$ cat config.mk
export PLATFORM = sky130hd
export DESIGN_NAME = card_shoe
export DESIGN_NICKNAME = d
export VERILOG_FILES = /design/src/rtl/card_shoe.sv
export SDC_FILE = /design/constraint.sdc
export NUM_CORES = 2
export LEC_CHECK = 0
export ABC_AREA = 0
export CELL_PAD_IN_SITES_DETAIL_PLACEMENT = 1
export CELL_PAD_IN_SITES_GLOBAL_PLACEMENT = 2
export CORE_MARGIN = 2
export CORE_UTILIZATION = 40
export CTS_BUF_LIST = sky130_fd_sc_hd__clkbuf_8
export CTS_CLUSTER_SIZE = 8
export DETAILED_ROUTE_END_ITERATION = 16
export HOLD_SLACK_MARGIN = 0.05
export PLACE_DENSITY_LB_ADDON = 0.1
export SETUP_SLACK_MARGIN = 0.5
export SLEW_MARGIN = 20
export SYNTH_ARGS = -nofsm -noshare
export SYNTH_HDL_FRONTEND = slang
export SYNTH_SLANG_ARGS = --single-unit
$ cat constraint.sdc
create_clock -name clk -period 7 [get_ports clk]
set_input_delay 1.4 -clock clk [delete_from_list [all_inputs] [get_ports clk]]
set_output_delay 1.4 -clock clk [all_outputs]
set_load 0.05 [all_outputs]
$ cat src/rtl/card_shoe.sv
// card_shoe: NUM_DECKS x 52 card store, filled in order after reset and shuffled
// in place by an LFSR-driven Fisher-Yates loop; cards stream out one per cycle.
module card_shoe #(
  parameter int NUM_DECKS      = 1,
  parameter int CUT_CARD       = 0,
  parameter bit AUTO_RESHUFFLE = 1'b1
) (
  input  logic        clk,
  input  logic        rst_n,
  input  logic [15:0] seed,
  input  logic        shuffle_req,
  input  logic        card_ready,
  output logic        card_valid,
  output logic [3:0]  card_rank,
  output logic [1:0]  card_suit,
  output logic [2:0]  card_deck,
  output logic [9:0]  cards_left,
  output logic        busy,
  output logic        cut_reached,
  output logic        shuffle_done,
  output logic [2:0]  state_dbg
);

  localparam int N     = 52 * NUM_DECKS;
  localparam int IDX_W = $clog2(N);

  localparam logic [IDX_W-1:0] LAST_IDX  = IDX_W'(N - 1);
  localparam logic [IDX_W-1:0] ONE_IDX   = IDX_W'(1);
  localparam logic [9:0]       N_CARDS   = 10'(N);
  localparam logic [9:0]       CUT_LEFT  = 10'(N - CUT_CARD);
  localparam logic [15:0]      SEED_SUB  = 16'hACE1;
  localparam logic [15:0]      LFSR_TAPS = 16'hB400;

  typedef enum logic [2:0] {
    ST_FILL, ST_SHUF_RD, ST_SHUF_SW, ST_LOAD, ST_IDLE
  } state_t;

  // Card word layout: {deck[2:0], suit[1:0], rank[3:0]}.
  typedef logic [8:0] card_t;

  state_t           state_q, state_d;
  logic [IDX_W-1:0] idx_q, idx_d, j_q, j_d;
  logic [9:0]       left_q, left_d;
  logic [15:0]      lfsr_q, lfsr_d;
  card_t            swap_i_q, swap_i_d, swap_j_q, swap_j_d, card_q, card_d;
  logic             cut_q, cut_d, done_q, done_d;
  logic [3:0]       fill_rank_q, fill_rank_d;
  logic [1:0]       fill_suit_q, fill_suit_d;
  logic [2:0]       fill_deck_q, fill_deck_d;

  card_t            mem_q [N];
  logic             wr_a_en, wr_b_en;
  logic [IDX_W-1:0] wr_a_addr, wr_b_addr;
  card_t            wr_a_data, wr_b_data;

  logic             hs, start;
  logic [9:0]       left_after;
  logic [15:0]      lfsr_nx, seed_eff;
  logic [IDX_W-1:0] j_new;

  function automatic logic [15:0] lfsr_step(input logic [15:0] l);
    return (l >> 1) ^ (l[0] ? LFSR_TAPS : 16'h0000);
  endfunction

  // card_valid/card_ready: a card transfers on a rising edge where both are high;
  // card_valid never depends on card_ready, and card data and cards_left hold
  // while card_valid && !card_ready.
  assign card_valid   = (state_q == ST_IDLE) && (left_q != 10'd0);
  assign card_rank    = card_q[3:0];
  assign card_suit    = card_q[5:4];
  assign card_deck    = card_q[8:6];
  assign cards_left   = left_q;
  assign busy         = (state_q != ST_IDLE);
  assign cut_reached  = cut_q;
  assign shuffle_done = done_q;
  assign state_dbg    = state_q;

  always_comb begin
    state_d     = state_q;
    idx_d       = idx_q;
    j_d         = j_q;
    left_d      = left_q;
    lfsr_d      = lfsr_q;
    swap_i_d    = swap_i_q;
    swap_j_d    = swap_j_q;
    card_d      = card_q;
    cut_d       = cut_q;
    done_d      = (state_q == ST_LOAD);
    fill_rank_d = fill_rank_q;
    fill_suit_d = fill_suit_q;
    fill_deck_d = fill_deck_q;
    wr_a_en     = 1'b0;
    wr_b_en     = 1'b0;
    wr_a_addr   = idx_q;
    wr_b_addr   = j_q;
    wr_a_data   = swap_j_q;
    wr_b_data   = swap_i_q;

    hs         = card_valid && card_ready;
    left_after = hs ? (left_q - 10'd1) : left_q;
    start      = (state_q == ST_IDLE) &&
                 (shuffle_req || (AUTO_RESHUFFLE && (left_after == 10'd0)));
    seed_eff   = (seed == 16'h0000) ? SEED_SUB : seed;
    lfsr_nx    = lfsr_step(lfsr_q);
    // Scaling by (i+1) and keeping the top bits maps the LFSR word onto 0..i.
    j_new      = IDX_W'(({{IDX_W{1'b0}}, lfsr_nx} * {16'h0000, idx_q + ONE_IDX}) >> 16);

    case (state_q)
      ST_FILL: begin
        wr_a_en   = 1'b1;
        wr_a_data = {fill_deck_q, fill_suit_q, fill_rank_q};
        if (fill_rank_q == 4'd13) begin
          fill_rank_d = 4'd1;
          fill_suit_d = fill_suit_q + 2'd1;
          if (fill_suit_q == 2'd3) fill_deck_d = fill_deck_q + 3'd1;
        end else begin
          fill_rank_d = fill_rank_q + 4'd1;
        end
        if (idx_q == LAST_IDX) begin
          state_d = ST_SHUF_RD;
          lfsr_d  = seed_eff;
          cut_d   = 1'b0;
        end else begin
          idx_d = idx_q + ONE_IDX;
        end
      end
      ST_SHUF_RD: begin
        lfsr_d   = lfsr_nx;
        j_d      = j_new;
        swap_i_d = mem_q[idx_q];
        swap_j_d = mem_q[j_new];
        state_d  = ST_SHUF_SW;
      end
      ST_SHUF_SW: begin
        wr_a_en = 1'b1;
        wr_b_en = 1'b1;
        if (idx_q == ONE_IDX) begin
          state_d = ST_LOAD;
        end else begin
          idx_d   = idx_q - ONE_IDX;
          state_d = ST_SHUF_RD;
        end
      end
      ST_LOAD: begin
        idx_d   = '0;
        left_d  = N_CARDS;
        card_d  = mem_q[0];
        state_d = ST_IDLE;
      end
      ST_IDLE: begin
        if (hs) begin
          idx_d  = idx_q + ONE_IDX;
          left_d = left_after;
          if (left_q != 10'd1) card_d = mem_q[idx_q + ONE_IDX];
          if ((CUT_CARD != 0) && (left_after == CUT_LEFT)) cut_d = 1'b1;
        end
        if (start) begin
          state_d = ST_SHUF_RD;
          idx_d   = LAST_IDX;
          left_d  = 10'd0;
          lfsr_d  = seed_eff;
          cut_d   = 1'b0;
        end
      end
      default: state_d = ST_FILL;
    endcase
  end

  always_ff @(posedge clk) begin
    if (!rst_n) begin
      state_q     <= ST_FILL;
      idx_q       <= '0;
      j_q         <= '0;
      left_q      <= 10'd0;
      lfsr_q      <= SEED_SUB;
      swap_i_q    <= '0;
      swap_j_q    <= '0;
      card_q      <= '0;
      cut_q       <= 1'b0;
      done_q      <= 1'b0;
      fill_rank_q <= 4'd1;
      fill_suit_q <= 2'd0;
      fill_deck_q <= 3'd0;
    end else begin
      state_q     <= state_d;
      idx_q       <= idx_d;
      j_q         <= j_d;
      left_q      <= left_d;
      lfsr_q      <= lfsr_d;
      swap_i_q    <= swap_i_d;
      swap_j_q    <= swap_j_d;
      card_q      <= card_d;
      cut_q       <= cut_d;
      done_q      <= done_d;
      fill_rank_q <= fill_rank_d;
      fill_suit_q <= fill_suit_d;
      fill_deck_q <= fill_deck_d;
    end
  end

  // When i == j both ports target one entry with the same value, so order is moot.
  always_ff @(posedge clk) begin
    if (rst_n && wr_a_en) mem_q[wr_a_addr] <= wr_a_data;
    if (rst_n && wr_b_en) mem_q[wr_b_addr] <= wr_b_data;
  end

endmodule

[Word-level counts from Yosys, hierarchy flattened]
Memories as Yosys holds them, arrays and structs flattened. A register that Yosys moved wholly into a read port is not among the register bits.
Cells that the tools add are included.
W data, S select, Z words.
Storage, ports and cells
  register bits: 61
  latch bits: 0
  RAM bits: 468
  ROM bits: 0
  input port bits: 20
  output and inout port bits: 26
  word-level logic and storage cells: 94
  memories kept: 1
Memory list
  mem_q: words 52, bits a word 9, rd ports 4, clocked after memory_dff 2, wr ports 2, line 51  | card_t mem_q [N];
Cells by class
  add/sub/neg operators: 6
  multipliers: 1
  div/mod/pow operators: 0
  $lt $le $gt $ge: 0
  equal/unequal tests: 17
  shifts and indexed selects: 0
  muxes and demuxes: 32
  bitwise operators: 1
  reduce and logical (&&, ||, !) cells: 25
Operators with widths (number)
  $mux W16: 4
  $pmux W16 S3: 1
  $mux W10: 3
  $mux W9: 3
  $mux W6: 4
  $pmux W6 S4: 1
  $mul A16 B6 Y22: 1
  $pmux W10 S2: 1
  $pmux W9 S2: 1
  $logic_not A16 Y1: 1
  $xor A15 B16 Y16: 1
  $pmux W3 S5: 1
  $reduce_and A3 Y1: 4
  $logic_not A10 Y1: 1
  $ne A10 B1 Y1 const B: 1
  $ne A2 B2 Y1 const B: 5
  $reduce_bool A10 Y1: 1
  $sub A10 B1 Y10 const B: 1
  $mux W1: 8
  $add A6 B1 Y6 const B: 1
  $eq A3 B2 Y1 const B: 2
  $eq A6 B1 Y1 const B: 1
  $eq A6 B6 Y1 const B: 1
  $mux W3: 2
  other kinds (23): 32

[Longest topological paths before layout]
  depth after elaboration: 9
  depth in mapped cells: 30

[Least setup slack after synthesis]
OpenSTA, ideal clock, no wires.
  path kind: register to register
  start point: register idx_q[0]
  end point: register swap_j_q[0], read port of mem_q
  data arrival time: 7.337 ns
  slack: -0.468 ns
  stages on the path, launching flop included: 30
  path buffers: 9
  cell sequence: dfxtp_1 > clkbuf_1 > clkinv_1 > clkbuf_1 > ha_1 > buf_4 > buf_2 > buf_1 > clkbuf_1 > clkbuf_1 > nand2_1 > fa_1 > inv_1 > fa_1 > inv_1 > fa_1 > inv_1 > ha_1 > nand2_1 > nor4_1 > o211a_1 > nor3_4 > xnor2_4 > buf_6 > buf_2 > mux4_2 > nand2_1 > nand2_1 > o211ai_1 > o211ai_1
On the way
  longest elaborated chain between the ends: 2
Ends and longest elaborated chain
  start, declared: line 42  | logic [IDX_W-1:0] idx_q, idx_d, j_q, j_d;
  start signal, assigned: line 186  | idx_q <= idx_d;
  $add A6 B1 Y6: line 106  | j_new = IDX_W'(({{IDX_W{1'b0}}, lfsr_nx} * {16'h0000, idx_q + ONE_IDX}) >> 16);
  $mul A16 B6 Y22: line 106
  end, declared: line 45  | card_t swap_i_q, swap_i_d, swap_j_q, swap_j_d, card_q, card_d;
No other way between the ends.
A chain may end at the register's enable or synchronous reset.

[Final worst setup path]
  start point: register idx_q[1]
  end point: register swap_j_q[5], read port of mem_q
Same word-level chain as after synthesis.

==> out/qor.csv <==
metric,value,unit
antenna_left,0,
core,0.0901,sq mm
synth.avg_cell_area,10.1,sq um
cts.sinks,546,
yosys.area.top_type_share,38.5,%
vias,33200,
grt_pass1_vias,32700,
synthXorXnorAreaFrac,0.652,%
synth_nets,3712,
p_int,0.00672,W
reg2regPathDepth,23,
grt_usage,35.9,%
wl_per_cell,34.9,microns
outcome,completed,
rsz0062_at_grt,yes,
die_area,0.0936,sq mm
nNetsFinal,3727,
max_freq,0.157,GHz
holdPathStages,2,
first_iter_violations,4552,
period_minus_slack,6.37,ns
setup_viol,0,
path_class,reg -> reg,
via_per_inst,6.79,
timing.slew.headroom,13.7,%
numCtsBuffers,104,
synthTopCellsByArea,"edfxtp_1, mux4_2, a21oi_1",
post-route-period-util,91.0,%
floorplan.initialDensity,40.4,%
hold_class,reg -> reg,
comb_power_share,33.0,%
synth-simple-area-share,14.2,%
crit_arrival,7.06,ns
power.switching,0.00353,W
synth-edff-count,468,
die_h,306,microns
grt_pass1_wl,242,mm
power-per-cell-area,248,mW/mm^2
yosysTopAreaCell,edfxtp_1,
syn_inst,3602,
max_slew.worst_pin.slew,1.29,ns
dp_hpwl,112,mm
synth_top_family_by_area,compound AO/OA/AOI/OAI gates,
power,0.0102,W
drive_gt1_share,18.4,%
critPathRequiredTime,7.69,ns
fin_setup_tns,0,ns
cts_root_buf,clkbuf_8,
crit_path_max_fanout,6,
rows,110,
drc_errors,0,
crit_path_start_kind,flop,
ctsHtreeMaxLevel,3,
routed_wl,171,mm
gp_congestion,0.955,
ios,46,
synth_seq_cells,546,
gr-total-overflow,0,
synthAdderAreaFrac,4.24,%
drt_first_pass_iters,6,
cts_tree,built,
ys.flop_type,edfxtp_1,
grt_max_degree,56,
clock_latency,0.83,ns
synthesis.area,0.0365,sq mm
synth_mux_area_share,16.5,%
async_flop_share,0,%
ys.warnings.count,0,
netSwitchingFraction,34.4,%
clock_path_buffers,3,
fin_skew,0.0732,ns
area_delta_synth_final,13.6,%
die_x,306,microns
seq_power_share,34.6,%
hold_viol,0,
numPortBuffers,44,
cp-end-kind,flop,
synth_compound_area_share,16.8,%
drv_cap,0,
peakVddDrop,0.169,mV
slew_viol_final,0,
ys_seq_area_share,42.8,%
antenna_found_initial,8,
p_leak,15.7,nW
yosysUniqueCellTypes,77,
clkPwrFrac,32.5,%
cts.clk_slew.worst_paths,0.06,ns
==> registers in the layout, summed over array words and instances (netlist names), 3 cells and up <==
register     cells
fill_rank_q      4
lfsr_q          16
swap_j_q         9
cards_left      10
swap_i_q         9
state_dbg        3
card_q           9
j_q              6
mem_q          468
idx_q            6
fill_deck_q      3
==> cells in the mapped netlist, types with 51 or more instances <==
master / count
nand4_1: 62
a21oi_1: 533
nand2_1: 350
mux4_2: 231
and2_1: 51
nor2_1: 558
mux2i_1: 75
o21ai_0: 90
inv_1: 73
edfxtp_1: 468
a22oi_1: 172
fa_1: 56
dfxtp_1: 78
clkbuf_1: 276
==> critical path, stage by stage (launching register included) <==
cell	delay (ns)
dfxtp_2	0.38
ha_1	0.23
nand3_2	0.19
xnor2_4	0.20
buf_4	0.15
and2_1	0.16
fa_1	0.48
fa_1	0.50
inv_1	0.05
fa_1	0.48
inv_1	0.05
ha_1	0.32
a211oi_2	0.28
o21ai_1	0.13
o211a_4	0.28
nor3_4	0.28
xnor2_4	0.18
buf_4	0.19
clkbuf_16	0.20
mux4_2	0.51
mux2_2	0.34
nand2_1	0.14
a2111oi_0	0.11
o41a_1	0.42
==> power by group through the flow <==
stage	Sequential (W)	Combinational, W	Clock (W)
2_1_floorplan	0.00360	0.00199	0
3_3_place_gp	0.00361	0.00298	0
3_5_place_dp	0.00361	0.00302	0
4_1_cts	0.00354	0.00314	0.00337
5_1_grt	0.00354	0.00348	0.00351
6_report	0.00354	0.00338	0.00333
==> logic make-up (layout without fill, tap and decap cells) <==
kind of cell,after synthesis,count (layout)
flops,546,546
fa+ha+maj,90,90
mux,313,313
buf+inv,426,531
xor+xnor,25,25
other cells,1,11
simple gates,1200,1200
compound gates,1001,1001
==> cells in the final DEF (no fill, tap or decap), types with 12 or more instances in the layout <==
master / instances
clkbuf_8: 116
dfxtp_1: 65
fa_1: 56
a21oi_1: 533
buf_4: 195
inv_1: 100
and3_1: 19
mux4_2: 231
mux2i_1: 61
a311oi_1: 35
and2_1: 50
nand3_1: 48
o21ai_0: 84
clkinv_1: 25
edfxtp_1: 468
a211oi_1: 17
nor2_1: 552
a221oi_1: 29
a22oi_1: 172
a22o_1: 27
nand4_1: 62
o211ai_1: 39
clkinv_2: 15
ha_1: 33
nor2b_1: 12
nor3_1: 30
nand2_1: 350
clkdlybuf4s50_1: 44
==> path summary, 6_finish.rpt <==
check                    startpoint                       end  slack, ns
min          card_q[3]$_SDFFE_PN0P_    card_q[3]$_SDFFE_PN0P_       0.50
min reg2reg  card_q[3]$_SDFFE_PN0P_    card_q[3]$_SDFFE_PN0P_       0.50
max           idx_q[1]$_SDFFE_PN0P_  swap_j_q[5]$_SDFFE_PN0P_       0.63
max reg2reg   idx_q[1]$_SDFFE_PN0P_  swap_j_q[5]$_SDFFE_PN0P_       0.63
==> area by class of cell <==
type / instances / area (sq um)
Inverter: 75 / 283
Clock inverter: 80 / 529
Timing Repair Buffer: 260 / 2280
Antenna cell: 10 / 25.0
Fill cell: 9789 / 48700
Sequential cell: 546 / 15700
Tap cell: 1176 / 1470
Multi-Input combinational cell: 2630 / 19600
Clock buffer: 116 / 1600
==> per-stage QoR <==
| step | cells | setup slack (ns) | cell area [sq um] | utilization [%] | hold WS, ns |
|---|---|---|---|---|---|
| after detailed placement | 4654 | 0.207 | 38700 | 42.9 | 0.486 |
| after floorplan | 3602 | 0.503 | 36500 | - | 0.453 |
| after CTS | 4860 | 0.501 | 41000 | 45.5 | 0.497 |
| after global routing | 4886 | 0.447 | 41400 | 45.9 | 0.542 |
| final | 4893 | 0.632 | 41400 | 45.9 | 0.498 |
| after global placement | 4654 | 0.171 | 38700 | 42.9 | 0.469 |
==> timing repair <==
action	in CTS	in global routing
cloned	2	2
setup endpoints to repair	9	9
pin swaps	4	7
resized for setup	13	24
hold buffers	0	0
buffers inserted	8	21
==> metal layers <==
metal	part of all wire (%)	vias up	wire (microns)	track usage [%]
li1	-	13600	-	-
met3	12	460	19900	9.84
met2	43	2219	73300	52.8
met1	40	16900	68200	49.2
met4	5.3	6	9110	17.2
met5	0.023	-	40	0
Power figures use the tool's default switching activity.
